### config.mk
export PLATFORM = sky130hd
export DESIGN_NAME = exec_arbiter
export DESIGN_NICKNAME = d
export VERILOG_FILES = /design/src/rtl/exec_arbiter.sv
export SDC_FILE = /design/constraint.sdc
export NUM_CORES = 1
export LEC_CHECK = 0
export CAP_MARGIN = 20
export CORE_ASPECT_RATIO = 1.5
export CORE_MARGIN = 2
export CORE_UTILIZATION = 30
export CTS_BUF_LIST = sky130_fd_sc_hd__clkbuf_2 sky130_fd_sc_hd__clkbuf_4 sky130_fd_sc_hd__clkbuf_8
export DETAILED_ROUTE_END_ITERATION = 8
export DONT_BUFFER_PORTS = 1
export HOLD_SLACK_MARGIN = 0.1
export SLEW_MARGIN = 25
export SYNTH_ARGS = -nofsm -noshare
export SYNTH_HDL_FRONTEND = slang
export SYNTH_SLANG_ARGS = --single-unit
export TNS_END_PERCENT = 50
### constraint.sdc
create_clock -name iCLK -period 1.9 [get_ports iCLK]
set_clock_uncertainty 0.15 [all_clocks]
set_input_delay 0.19 -clock iCLK [delete_from_list [all_inputs] [get_ports iCLK]]
set_output_delay 0.19 -clock iCLK [all_outputs]
set_load 0.02 [all_outputs]
### src/rtl/exec_arbiter.sv
// Two-requester round-robin front end for a 2-cycle execute stage.
// One operation in flight: accept in IDLE, issue operands, capture result, hold response until taken.
module exec_arbiter #(
  parameter int DW = 8,
  parameter int CW = 4
) (
  input  logic          iCLK,
  input  logic          iRST,
  input  logic          iREQ0_VALID,
  input  logic [CW-1:0] iREQ0_CMD,
  input  logic [DW-1:0] iREQ0_SRC0,
  input  logic [DW-1:0] iREQ0_SRC1,
  output logic          oREQ0_READY,
  input  logic          iREQ1_VALID,
  input  logic [CW-1:0] iREQ1_CMD,
  input  logic [DW-1:0] iREQ1_SRC0,
  input  logic [DW-1:0] iREQ1_SRC1,
  output logic          oREQ1_READY,
  output logic [CW-1:0] oEXE_CMD,
  output logic [DW-1:0] oSOURCE0,
  output logic [DW-1:0] oSOURCE1,
  input  logic [DW-1:0] iRESULT,
  output logic          oRSP_VALID,
  output logic          oRSP_ID,
  output logic [DW-1:0] oRSP_DATA,
  input  logic          iRSP_READY,
  output logic          oBUSY,
  output logic [7:0]    oOP_COUNT
);

  typedef enum logic [1:0] {IDLE, ISSUE, CAPT, RESP} state_t;

  state_t        r_state;
  logic          r_last;
  logic          r_id;
  logic [CW-1:0] r_cmd;
  logic [DW-1:0] r_src0;
  logic [DW-1:0] r_src1;
  logic          r_rsp_valid;
  logic          r_rsp_id;
  logic [DW-1:0] r_rsp_data;
  logic [7:0]    r_count;

  logic w_gnt0;
  logic w_gnt1;

  // r_last names the requester granted most recently; the other one wins a tie.
  always_comb begin
    w_gnt0 = 1'b0;
    w_gnt1 = 1'b0;
    if (r_state == IDLE) begin
      if (iREQ0_VALID && (!iREQ1_VALID || r_last))
        w_gnt0 = 1'b1;
      else if (iREQ1_VALID)
        w_gnt1 = 1'b1;
    end
  end

  // Reset parks the FSM in IDLE, so READY must also be masked by iRST itself.
  assign oREQ0_READY = w_gnt0 & ~iRST;
  assign oREQ1_READY = w_gnt1 & ~iRST;

  always_ff @(posedge iCLK or posedge iRST) begin
    if (iRST) begin
      r_state     <= IDLE;
      r_last      <= 1'b1;
      r_id        <= 1'b0;
      r_cmd       <= '0;
      r_src0      <= '0;
      r_src1      <= '0;
      r_rsp_valid <= 1'b0;
      r_rsp_id    <= 1'b0;
      r_rsp_data  <= '0;
      r_count     <= '0;
    end else begin
      case (r_state)
        IDLE: begin
          if (w_gnt0) begin
            r_cmd   <= iREQ0_CMD;
            r_src0  <= iREQ0_SRC0;
            r_src1  <= iREQ0_SRC1;
            r_id    <= 1'b0;
            r_last  <= 1'b0;
            r_state <= ISSUE;
          end else if (w_gnt1) begin
            r_cmd   <= iREQ1_CMD;
            r_src0  <= iREQ1_SRC0;
            r_src1  <= iREQ1_SRC1;
            r_id    <= 1'b1;
            r_last  <= 1'b1;
            r_state <= ISSUE;
          end
        end
        ISSUE: r_state <= CAPT;
        CAPT: begin
          r_rsp_data  <= iRESULT;
          r_rsp_id    <= r_id;
          r_rsp_valid <= 1'b1;
          r_state     <= RESP;
        end
        RESP: begin
          if (iRSP_READY) begin
            r_rsp_valid <= 1'b0;
            r_count     <= r_count + 8'd1;
            r_state     <= IDLE;
          end
        end
        default: r_state <= IDLE;
      endcase
    end
  end

  assign oEXE_CMD   = r_cmd;
  assign oSOURCE0   = r_src0;
  assign oSOURCE1   = r_src1;
  assign oRSP_VALID = r_rsp_valid;
  assign oRSP_ID    = r_rsp_id;
  assign oRSP_DATA  = r_rsp_data;
  assign oBUSY      = (r_state != IDLE);
  assign oOP_COUNT  = r_count;

endmodule

==> results of run 1 <==
-- power groups by stage --
stage	sequential [mW]	clock, mW	combinational, mW
6_report	2.07	0.592	1.30
5_1_grt	2.13	0.661	1.45
4_1_cts	2.07	0.631	1.26
3_5_place_dp	2.08	0	1.16
3_3_place_gp	2.08	0	1.12
2_1_floorplan	1.98	0	0.989
-- registers in the layout, indices dropped and copies added, names as in the netlist --
register	flops
r_last	1
oRSP_ID	1
oRSP_DATA	8
oRSP_VALID	1
r_state	2
oSOURCE1	8
r_id	1
oOP_COUNT	8
oEXE_CMD	4
oSOURCE0	8
-- metrics by stage --
step                worst slack, ns  hold slack, ns  instance area (sq um)
floorplan                     0.112           0.185                   1860
global placement              0.138          0.0395                   1970
detailed placement           0.0787          0.0406                   1970
CTS                          0.0362           0.122                   2600
global route                0.00402           0.144                   2620
finish                        0.112           0.129                   2620
-- area by class of cell --
| class | instances | share of cell area |
|---|---|---|
| well taps | 74 | 0.0353 |
| flip-flops and latches | 42 | 0.402 |
| clock buffers | 8 | 0.0349 |
| repair buffers | 62 | 0.227 |
| multi-input cells | 88 | 0.291 |
| inverters | 7 | 0.0100 |
-- cells by family after synthesis --
logic type,count (synthesis),share of synthesized area
AOI/OAI and AO/OA,27,0.145
xor gates and xnor gates,7,0.0330
adders and majority gates,5,0.0336
buffers and inverters,14,0.0397
DFF,42,0.566
muxes,12,0.0740
and+or+nand+nor,37,0.109
-- worst min path at each step --
stage                 startpoint            to  slack (ns)  cells after the start
floorplan           iREQ0_CMD[2]   oEXE_CMD[2]        0.18                      1
global route          iRSP_READY  oOP_COUNT[6]        0.14                      3
detailed placement          iRST   oSOURCE1[1]        0.04                      2
CTS                   iRSP_READY  oOP_COUNT[4]        0.12                      3
finish                iRSP_READY  oOP_COUNT[4]        0.13                      3
global placement            iRST   oSOURCE1[1]        0.04                      2
-- critical path, delay by kind of cell, from the launching register on --
family,cells,cell delay [ns]
compound gates,2,0.41
fa+ha+maj,1,0.19
buf+inv,3,0.43
flops,1,0.41
simple gates,1,0.10
-- cell usage after synthesis --
cell,number
and2_1,4
dfstp_2,1
buf_6,2
dfrtp_1,41
xnor2_1,2
mux2i_1,1
nand2_1,5
nand4_1,1
o21ai_2,1
and2_0,18
nor3_1,2
a221o_1,20
inv_1,6
inv_2,1
a21oi_2,1
ha_1,5
nand3_1,3
mux2_2,10
a21oi_1,1
o32a_4,1
mux2_4,1
xor2_1,5
a22o_1,1
buf_2,5
nor2_1,4
a21o_1,2
-- what timing repair did --
action,4_1_cts,5_1_grt
hold buffers,52,0
endpoints found under the hold margin,77,0
gates resized for setup,5,2
buffers inserted,1,1
endpoints found under the setup margin,2,6
-- routing by layer --
metal  up-vias  track usage  part of all wire  routed length, um
met5         -            0                 0                  0
met4         0       0.0477             0.012                 55
met3         5       0.0460             0.064                297
met2        57        0.247              0.55               2520
met1       684        0.148              0.38               1730
li1        634            -                 -                  -
==> results.py, run 1 <==
metrics = {
    "status": {
        "run_status": "finished, final reports clean",
    },
    "timing": {
        "slew_violations": 0,
        "fin_setup_tns_ns": 0,
        "tightestPinTransition_ns": 0.787,
        "finalCriticalPeriod_ns": 1.79,
        "slew_headroom": 0.475,
        "fin_crit_sh": 0.941,
        "hold_viol_final": 0,
        "setup_violations": 0,
        "rsz0062_at_grt": "no",
        "clock.fmax_mhz": 559,
    },
    "yosys": {
        "synth_area_per_cell_sq_um": 12.9,
        "synthCells": 144,
        "ys_ff_latch": 42,
        "synth.area.top_cells": "dfrtp_1, a221o_1, and2_0",
        "yosysTopAreaCell": "dfrtp_1",
        "syn_nets": 202,
        "syn-cell-area_sq_um": 1860,
        "ys_warn_count": 0,
        "synthDistinctLibCells": 26,
        "synth_seq_area_share": 0.566,
        "yosysTopAreaCellShare": 0.552,
    },
    "cells_and_area": {
        "n_fill_cell": 547,
        "layout.nets": 264,
        "final_cell_count_no_fill": 281,
        "syn2layout_area_growth_pct": 40.9,
        "utilization": 0.430,
        "multi_input_area_sq_um": 762,
        "layout_common_cells": "dlygate4sd3_1, dfrtp_1, a221o_1",
        "diodes": 0,
        "final_common_cell": "dlygate4sd3_1",
        "drive_gt1_frac": 0.188,
        "ff_latch_area_sq_um": 1050,
    },
    "place": {
        "dp_cells": 219,
        "hpwlAfterDp_mm": 2.90,
        "place.gp.congestion": 0.693,
        "port_buffers": 0,
    },
    "worst_setup_path": {
        "worstPathRequired_ns": 1.92,
        "start_kind": "flip-flop",
        "cp_max_fo": 7,
        "reg2reg_from": "r_state[1]",
        "cp_cell_sequence": "inv_1, ha_4, nand2_1, a21oi_4, buf_4, buf_4, a221o_1",
        "cp_common_cell": "buf_4",
        "crit_end": "oEXE_CMD[0]",
        "critPathLaunch": "r_state[1]",
        "rr_endpoint": "oEXE_CMD[0]",
        "worst-r2r-setup-slack_ns": 0.11,
        "end_kind": "flip-flop",
        "worstPathArrival_ns": 1.81,
        "cpPeakStageDelay_ns": 0.41,
        "crit_type": "reg2reg",
        "reg2reg_depth": 7,
        "cp_slowest_cell": "dfrtp_1",
    },
    "global_route": {
        "antenna_found_initial": 0,
        "grt_use_total": 0.139,
        "grt_pass1_vias": 1433,
        "grt_start_max_net_pins": 23,
        "grt_overflow": 0,
        "grt_pass1_wl_mm": 7.02,
    },
    "clocking": {
        "clock_latency_ns": 0.28,
        "numClockSinks": 42,
        "root_buffer": "clkbuf_8",
        "numCtsBuffers": 5,
        "path_clk_slew_ns": 0.08,
        "cts_buffer_depth": 2,
        "htreeDepth": 2,
        "cts_tree": "done",
    },
    "die": {
        "io_pins": 94,
        "core.rowCount": 35,
        "die_y_um": 100,
        "die_width_um": 68.3,
        "initial_core_util": 0.305,
        "dieArea_sq_um": 6860,
        "core_area_sq_um": 6090,
    },
    "power": {
        "power.density_nw_per_um2": 1510,
        "p_switching_mw": 1.61,
        "p_int_mw": 2.35,
        "pwr-share-clk": 0.150,
        "p_total_mw": 3.96,
        "vdd.ir_drop.worst_mv": 0.659,
        "p_seq_frac": 0.523,
        "p_leak_nw": 1.17,
        "swShare": 0.407,
        "pwr-share-comb": 0.328,
    },
    "route": {
        "viasPerCell": 4.91,
        "drtIter0Drc": 16,
        "finalWirelength_mm": 4.61,
        "vias": 1380,
        "post_drt_wl_per_cell_um": 16.4,
        "drc_errors": 0,
        "first_pass_iters": 3,
        "final_antenna_net_count": 0,
    },
    "run": {
        "maxCapViolCount": 0,
    },
    "worst_hold_path": {
        "hp-class": "in2reg",
    },
}
No activity file was read; power rests on OpenSTA's default activity.
==> inputs of run 2 (changes only) <==
Settings changed: CORE_MARGIN 2 to 8.
Clock period 1.9 ns to 2.23 ns, I/O delays scaled along.
==> run 2 against run 1 <==
Effect of this change: flip-flop and latch count stayed put; critical path type unchanged; sequential power is 14% lower; clock power is 20% lower; critical endpoint is now r_state[0]; non-clock buffer count is 5 lower; sequential share of layout area is 1.1 points higher.
==> results.py, run 2 (same netlist as run 1, synthesis figures left out) <==
metrics = {
    "die": {
        "dieArea_sq_um": 9020,
        "io_pins": 94,
        "initial_core_util": 0.305,
        "die_y_um": 112,
        "core.rowCount": 35,
        "die_width_um": 80.3,
        "core_area_sq_um": 6090,
    },
    "timing": {
        "tightestPinTransition_ns": 0.778,
        "slew_headroom": 0.482,
        "fin_ws_ns": 0.0870,
        "fin_crit_sh": 0.961,
        "finalCriticalPeriod_ns": 2.14,
        "fin_setup_tns_ns": 0,
        "clock.fmax_mhz": 467,
        "slew_violations": 0,
        "hold_slack_ns": 0.129,
        "rsz0062_at_grt": "no",
        "hold_viol_final": 0,
        "setup_violations": 0,
    },
    "worst_setup_path": {
        "reg2reg_from": "r_state[0]",
        "critPathLaunch": "r_state[0]",
        "end_kind": "flip-flop",
        "reg2reg_depth": 6,
        "crit_type": "reg2reg",
        "start_kind": "flip-flop",
        "cp_max_fo": 4,
        "rr_endpoint": "r_state[0]",
        "worst-r2r-setup-slack_ns": 0.09,
        "worstPathRequired_ns": 2.24,
        "worstPathArrival_ns": 2.16,
    },
    "power": {
        "p_leak_nw": 1.13,
        "power.density_nw_per_um2": 1300,
        "p_seq_frac": 0.537,
        "p_switching_mw": 1.36,
        "pwr-share-comb": 0.320,
        "p_int_mw": 1.95,
        "swShare": 0.412,
        "pwr-share-clk": 0.142,
        "vdd.ir_drop.worst_mv": 0.466,
    },
    "status": {
        "run_status": "finished, final reports clean",
    },
    "cells_and_area": {
        "final_design_area_no_fill_sq_um": 2550,
        "layout.nets": 259,
        "multi_input_area_sq_um": 739,
        "ff_latch_area_sq_um": 1050,
        "n_fill_cell": 572,
        "utilization": 0.419,
        "syn2layout_area_growth_pct": 37.3,
        "drive_gt1_frac": 0.154,
        "final_common_cell": "dlygate4sd3_1",
        "diodes": 0,
        "layout_common_cells": "dlygate4sd3_1, dfrtp_1, a221o_1",
    },
    "place": {
        "placed_area_sq_um": 1950,
        "place.gp.congestion": 0.752,
        "hpwlAfterDp_mm": 3.45,
        "place_ws_ns": 0.420,
        "port_buffers": 0,
    },
    "clocking": {
        "numCtsBuffers": 5,
        "path_clk_slew_ns": 0.07,
        "clock_latency_ns": 0.28,
        "cts_tree": "done",
        "postCtsSetupRepairBufs": 0,
        "htreeDepth": 2,
        "numClockSinks": 42,
        "cts_buffer_depth": 2,
        "root_buffer": "clkbuf_8",
    },
    "worst_hold_path": {
        "hp-class": "in2reg",
        "whs_path_depth": 2,
        "min-delay-start": "iREQ1_VALID",
        "holdPathEnd": "r_state[1]",
    },
    "route": {
        "post_drt_wl_per_cell_um": 18.9,
        "viasPerCell": 5.01,
        "drc_errors": 0,
        "first_pass_iters": 4,
        "drtIter0Drc": 40,
        "vias": 1377,
        "finalWirelength_mm": 5.19,
        "final_antenna_net_count": 0,
    },
    "global_route": {
        "grt_overflow": 0,
        "grt_pass1_wl_mm": 8.26,
        "antenna_found_initial": 0,
        "grt_pass1_vias": 1603,
        "grt_start_max_net_pins": 43,
        "grt_use_total": 0.119,
    },
    "run": {
        "maxCapViolCount": 0,
    },
}
[run 2: cell types whose count changed in the layout (fill, tap and decap cells not counted)]
cell      previous run  this run
buf_4               10         5
ha_2                 0         1
a21oi_2              1         2
a21oi_4              1         0
and2_4               2         0
ha_4                 1         0
clkbuf_4             3         2
and2_1               2         4
[run 2: worst max-delay path by stage]
stage / to
after floorplan: oREQ0_READY
after global placement: oSOURCE1[1]
after detailed placement: oSOURCE1[1]
after CTS: r_state[0]
after global routing: r_state[0]
final: r_state[0]
[run 2: cell type report]
class | instances | share of cell area
Clock buffer | 7 | 0.0328
Multi-Input combinational cell | 88 | 0.290
Timing Repair Buffer | 57 | 0.219
Inverter | 7 | 0.0103
Sequential cell | 42 | 0.412
Tap cell | 74 | 0.0363
[run 2: power groups by stage]
stage	registers (mW)	logic, mW	clock network (mW)
after floorplan	1.69	0.842	0
after global routing	1.83	1.19	0.539
after detailed placement	1.79	0.976	0
after CTS	1.79	1.06	0.514
after global placement	1.80	0.939	0
final	1.78	1.06	0.472
[run 2: what timing repair did]
| action | in CTS | in global routing |
|---|---|---|
| gates resized for setup | 0 | 1 |
| endpoints found under the setup margin | 0 | 2 |
| endpoints found under the hold margin | 73 | 0 |
| hold buffers | 52 | 0 |
[run 2: metal layers]
layer | share of wire | wire length [um] | track usage
met5 | 0 | 0 | 0
met4 | 0.026 | 136 | 0.0512
met3 | 0.085 | 441 | 0.0392
met2 | 0.54 | 2790 | 0.210
met1 | 0.35 | 1820 | 0.122
[run 2: metrics by stage]
step	cells	power [mW]
final	275	3.31
after global placement	216	2.73
after CTS	275	3.36
after detailed placement	216	2.77
after floorplan	144	2.53
after global routing	275	3.55
[run 2: critical path, stage by stage, from the launching register on]
cell and delay [ns]:
dfrtp_1 0.39, inv_1 0.12, ha_2 0.24, inv_2 0.10, o32a_4 0.32, dlygate4sd3_1 0.58, mux2i_1 0.13
==> inputs of run 3 (changes only) <==
Settings changed: ABC_CLOCK_PERIOD_IN_PS set to 2230.
==> results of run 3 <==
No change in the layout: final DEF, timing and power equal those of run 2.
==> edit (config.mk and constraints of run 2) <==
The parameter `CW` goes from 4 to 5.
--- a/src/rtl/exec_arbiter.sv
+++ b/src/rtl/exec_arbiter.sv
@@ -2,7 +2,7 @@
 // One operation in flight: accept in IDLE, issue operands, capture result, hold response until taken.
 module exec_arbiter #(
   parameter int DW = 8,
-  parameter int CW = 4
+  parameter int CW = 5
 ) (
   input  logic          iCLK,
   input  logic          iRST,
Interface: changed (resized iREQ0_CMD, iREQ1_CMD and oEXE_CMD); port bits go from 94 to 97. No check against the original RTL was run, so the function may have changed too.
==> edit against run 2 <==
Area after synthesis grew 2.1%. Setup slack lost 4.0 ps. Sequential cell count grew 1. Wire length grew 2.5%. Cell area grew 3.0%. Power grew 3.0%. Core utilization grew 0.97 points. Largest cell class unchanged. Largest power group unchanged.
==> edit: results (changes against run 2) <==
metric,value,unit,change
pre_cts_ws,386,ps,-34.1 ps
r2r-end,r_state[0],,
drt_wl_total,5310,um,+2.5%
async_reset_ff_share,100,%,unchanged
place.gp.congestion,0.742,,-1.4%
gr-usage-met1,12.0,%,-0.22 points
n_fill_cell,591,,+3.3%
synth-edff-count,0,,unchanged
fin_hold_ws,144,ps,+14.6 ps
place_hpwl,3530,um,+2.2%
rr_startpoint,r_state[0],,
hold_path_end,r_last,,
synth_ff_type,dfrtp_1,,
drive_above_1_share,15.8,%,+0.37 points
synthAdderAreaFrac,3.30,%,-0.069 points
grt_max_degree,29,,-33%
path_clk_slew,90,ps,+20 ps
met3_usage,4.41,%,+0.49 points
path_max_fanout,4,,unchanged
ys_warn_count,0,,unchanged
r2r_cells,6,,unchanged
status,completed,,
cts_buffers,5,,unchanged
ctsLongestPathBuffers,2,,unchanged
ir_drop,0.455,mV,-2.4%
grt_pass1_wl,8320,um,+0.75%
post-place-cells,219,,+1.4%
synth_nets,207,,+2.5%
dr.pass1.iters,4,,unchanged
clk_latency,300,ps,+20 ps
slowest_stage,dlygate4sd3_1,,
tightest_slew,869,ps,+91.7 ps
leakage,1.16,nW,+2.7%
layoutNonFillerInstCount,283,,+2.9%
port_buffers,0,,unchanged
critPathMaxStageDelay,580,ps,about the same
yosysSeqAreaShare,56.8,%,+0.16 points
grtUsageTotal,11.7,%,-0.22 points
htree_num_levels,2,,unchanged
layout.nets,268,,+3.5%
synth_cell_type_count,26,,unchanged
yosys-top-cells-count,"dfrtp_1, a221o_1, and2_0, mux2_2, inv_1",,
hold_depth,3,,+1
min_path_type,in -> reg,,
grt_antenna_before_repair,0,,unchanged
via_count,1438,,+4.4%
cts_root_buf,clkbuf_8,,
r2r_slack,80,ps,
synth.avg_cell_area,12.9,um2,about the same
grt_pass1_vias,1609,,+0.37%
synth.area.mux_share,7.25,%,-0.15 points
drt_iter0_drc,74,,+85%
yosys-top-cells-area,"dfrtp_1, a221o_1, and2_0, mux2_2, ha_1",,
worstHoldStart,iREQ0_VALID,,
diodes,0,,unchanged
synth_compound_area_share,14.3,%,-0.16 points
met2_usage,20.3,%,-0.65 points
synth_xor_area_share,3.23,%,-0.067 points
-- edit: timing repair --
action	CTS	global route
hold buffers	55	0
setup endpoints to repair	0	1
resized for setup	0	1
buffers inserted	0	1
hold endpoints to repair	53	0
-- edit: logic make-up after synthesis --
| logic type | Yosys count |
|---|---|
| XOR/XNOR | 7 |
| AND/OR/NAND/NOR | 38 |
| buffers and inverters | 14 |
| AO/OA/AOI/OAI | 28 |
| multiplexers | 12 |
| flip-flops | 43 |
| adder cells (fa/ha/maj) | 5 |
-- edit: cell type report --
| class | count | area share, % |
|---|---|---|
| clock buffers | 5 | 2.62 |
| repair buffers | 61 | 22.6 |
| flip-flops and latches | 43 | 41.0 |
| clock inverters | 3 | 0.951 |
| well taps | 74 | 3.52 |
| multi-input cells | 90 | 28.3 |
| inverters | 7 | 0.999 |
-- edit: worst max-delay path: cells and delay by family, from the launching register on --
family	cells	cell delay, ps
adders and majority gates	1	240
DFF	1	380
AOI/OAI and AO/OA	1	350
buffers and inverters	3	790
muxes	1	120
-- edit: metrics by stage --
stage / instance area [um2] / total power [mW]
floorplan: 1900 / 2.59
global route: 2630 / 3.65
detailed placement: 1980 / 2.82
finish: 2630 / 3.41
global placement: 1980 / 2.79
CTS: 2620 / 3.44
-- edit: layer usage --
metal  up-vias  share of wire [%]
met2        69                 54
met1       705                 34
met5         -                  0
met4         0                2.9
met3        14                8.9
li1        650                  -
-- edit: worst max-delay path by stage --
stage                     startpoint     endpoint  slack, ps  cells past startpoint
after detailed placement  r_state[0]  oSOURCE0[6]        390                      5
after global placement    r_state[0]  oSOURCE0[6]        450                      5
after floorplan                 iRST  oREQ0_READY        350                      2
after global routing      r_state[0]   r_state[0]          3                      6
final                     r_state[0]   r_state[0]         80                      6
after CTS                 r_state[0]   r_state[0]         40                      6
-- edit: power breakdown --
group | switching (mW) | internal [mW]
Sequential | 0.666 | 1.14
Combinational | 0.486 | 0.614
Clock | 0.282 | 0.224
Total | 1.44 | 1.98
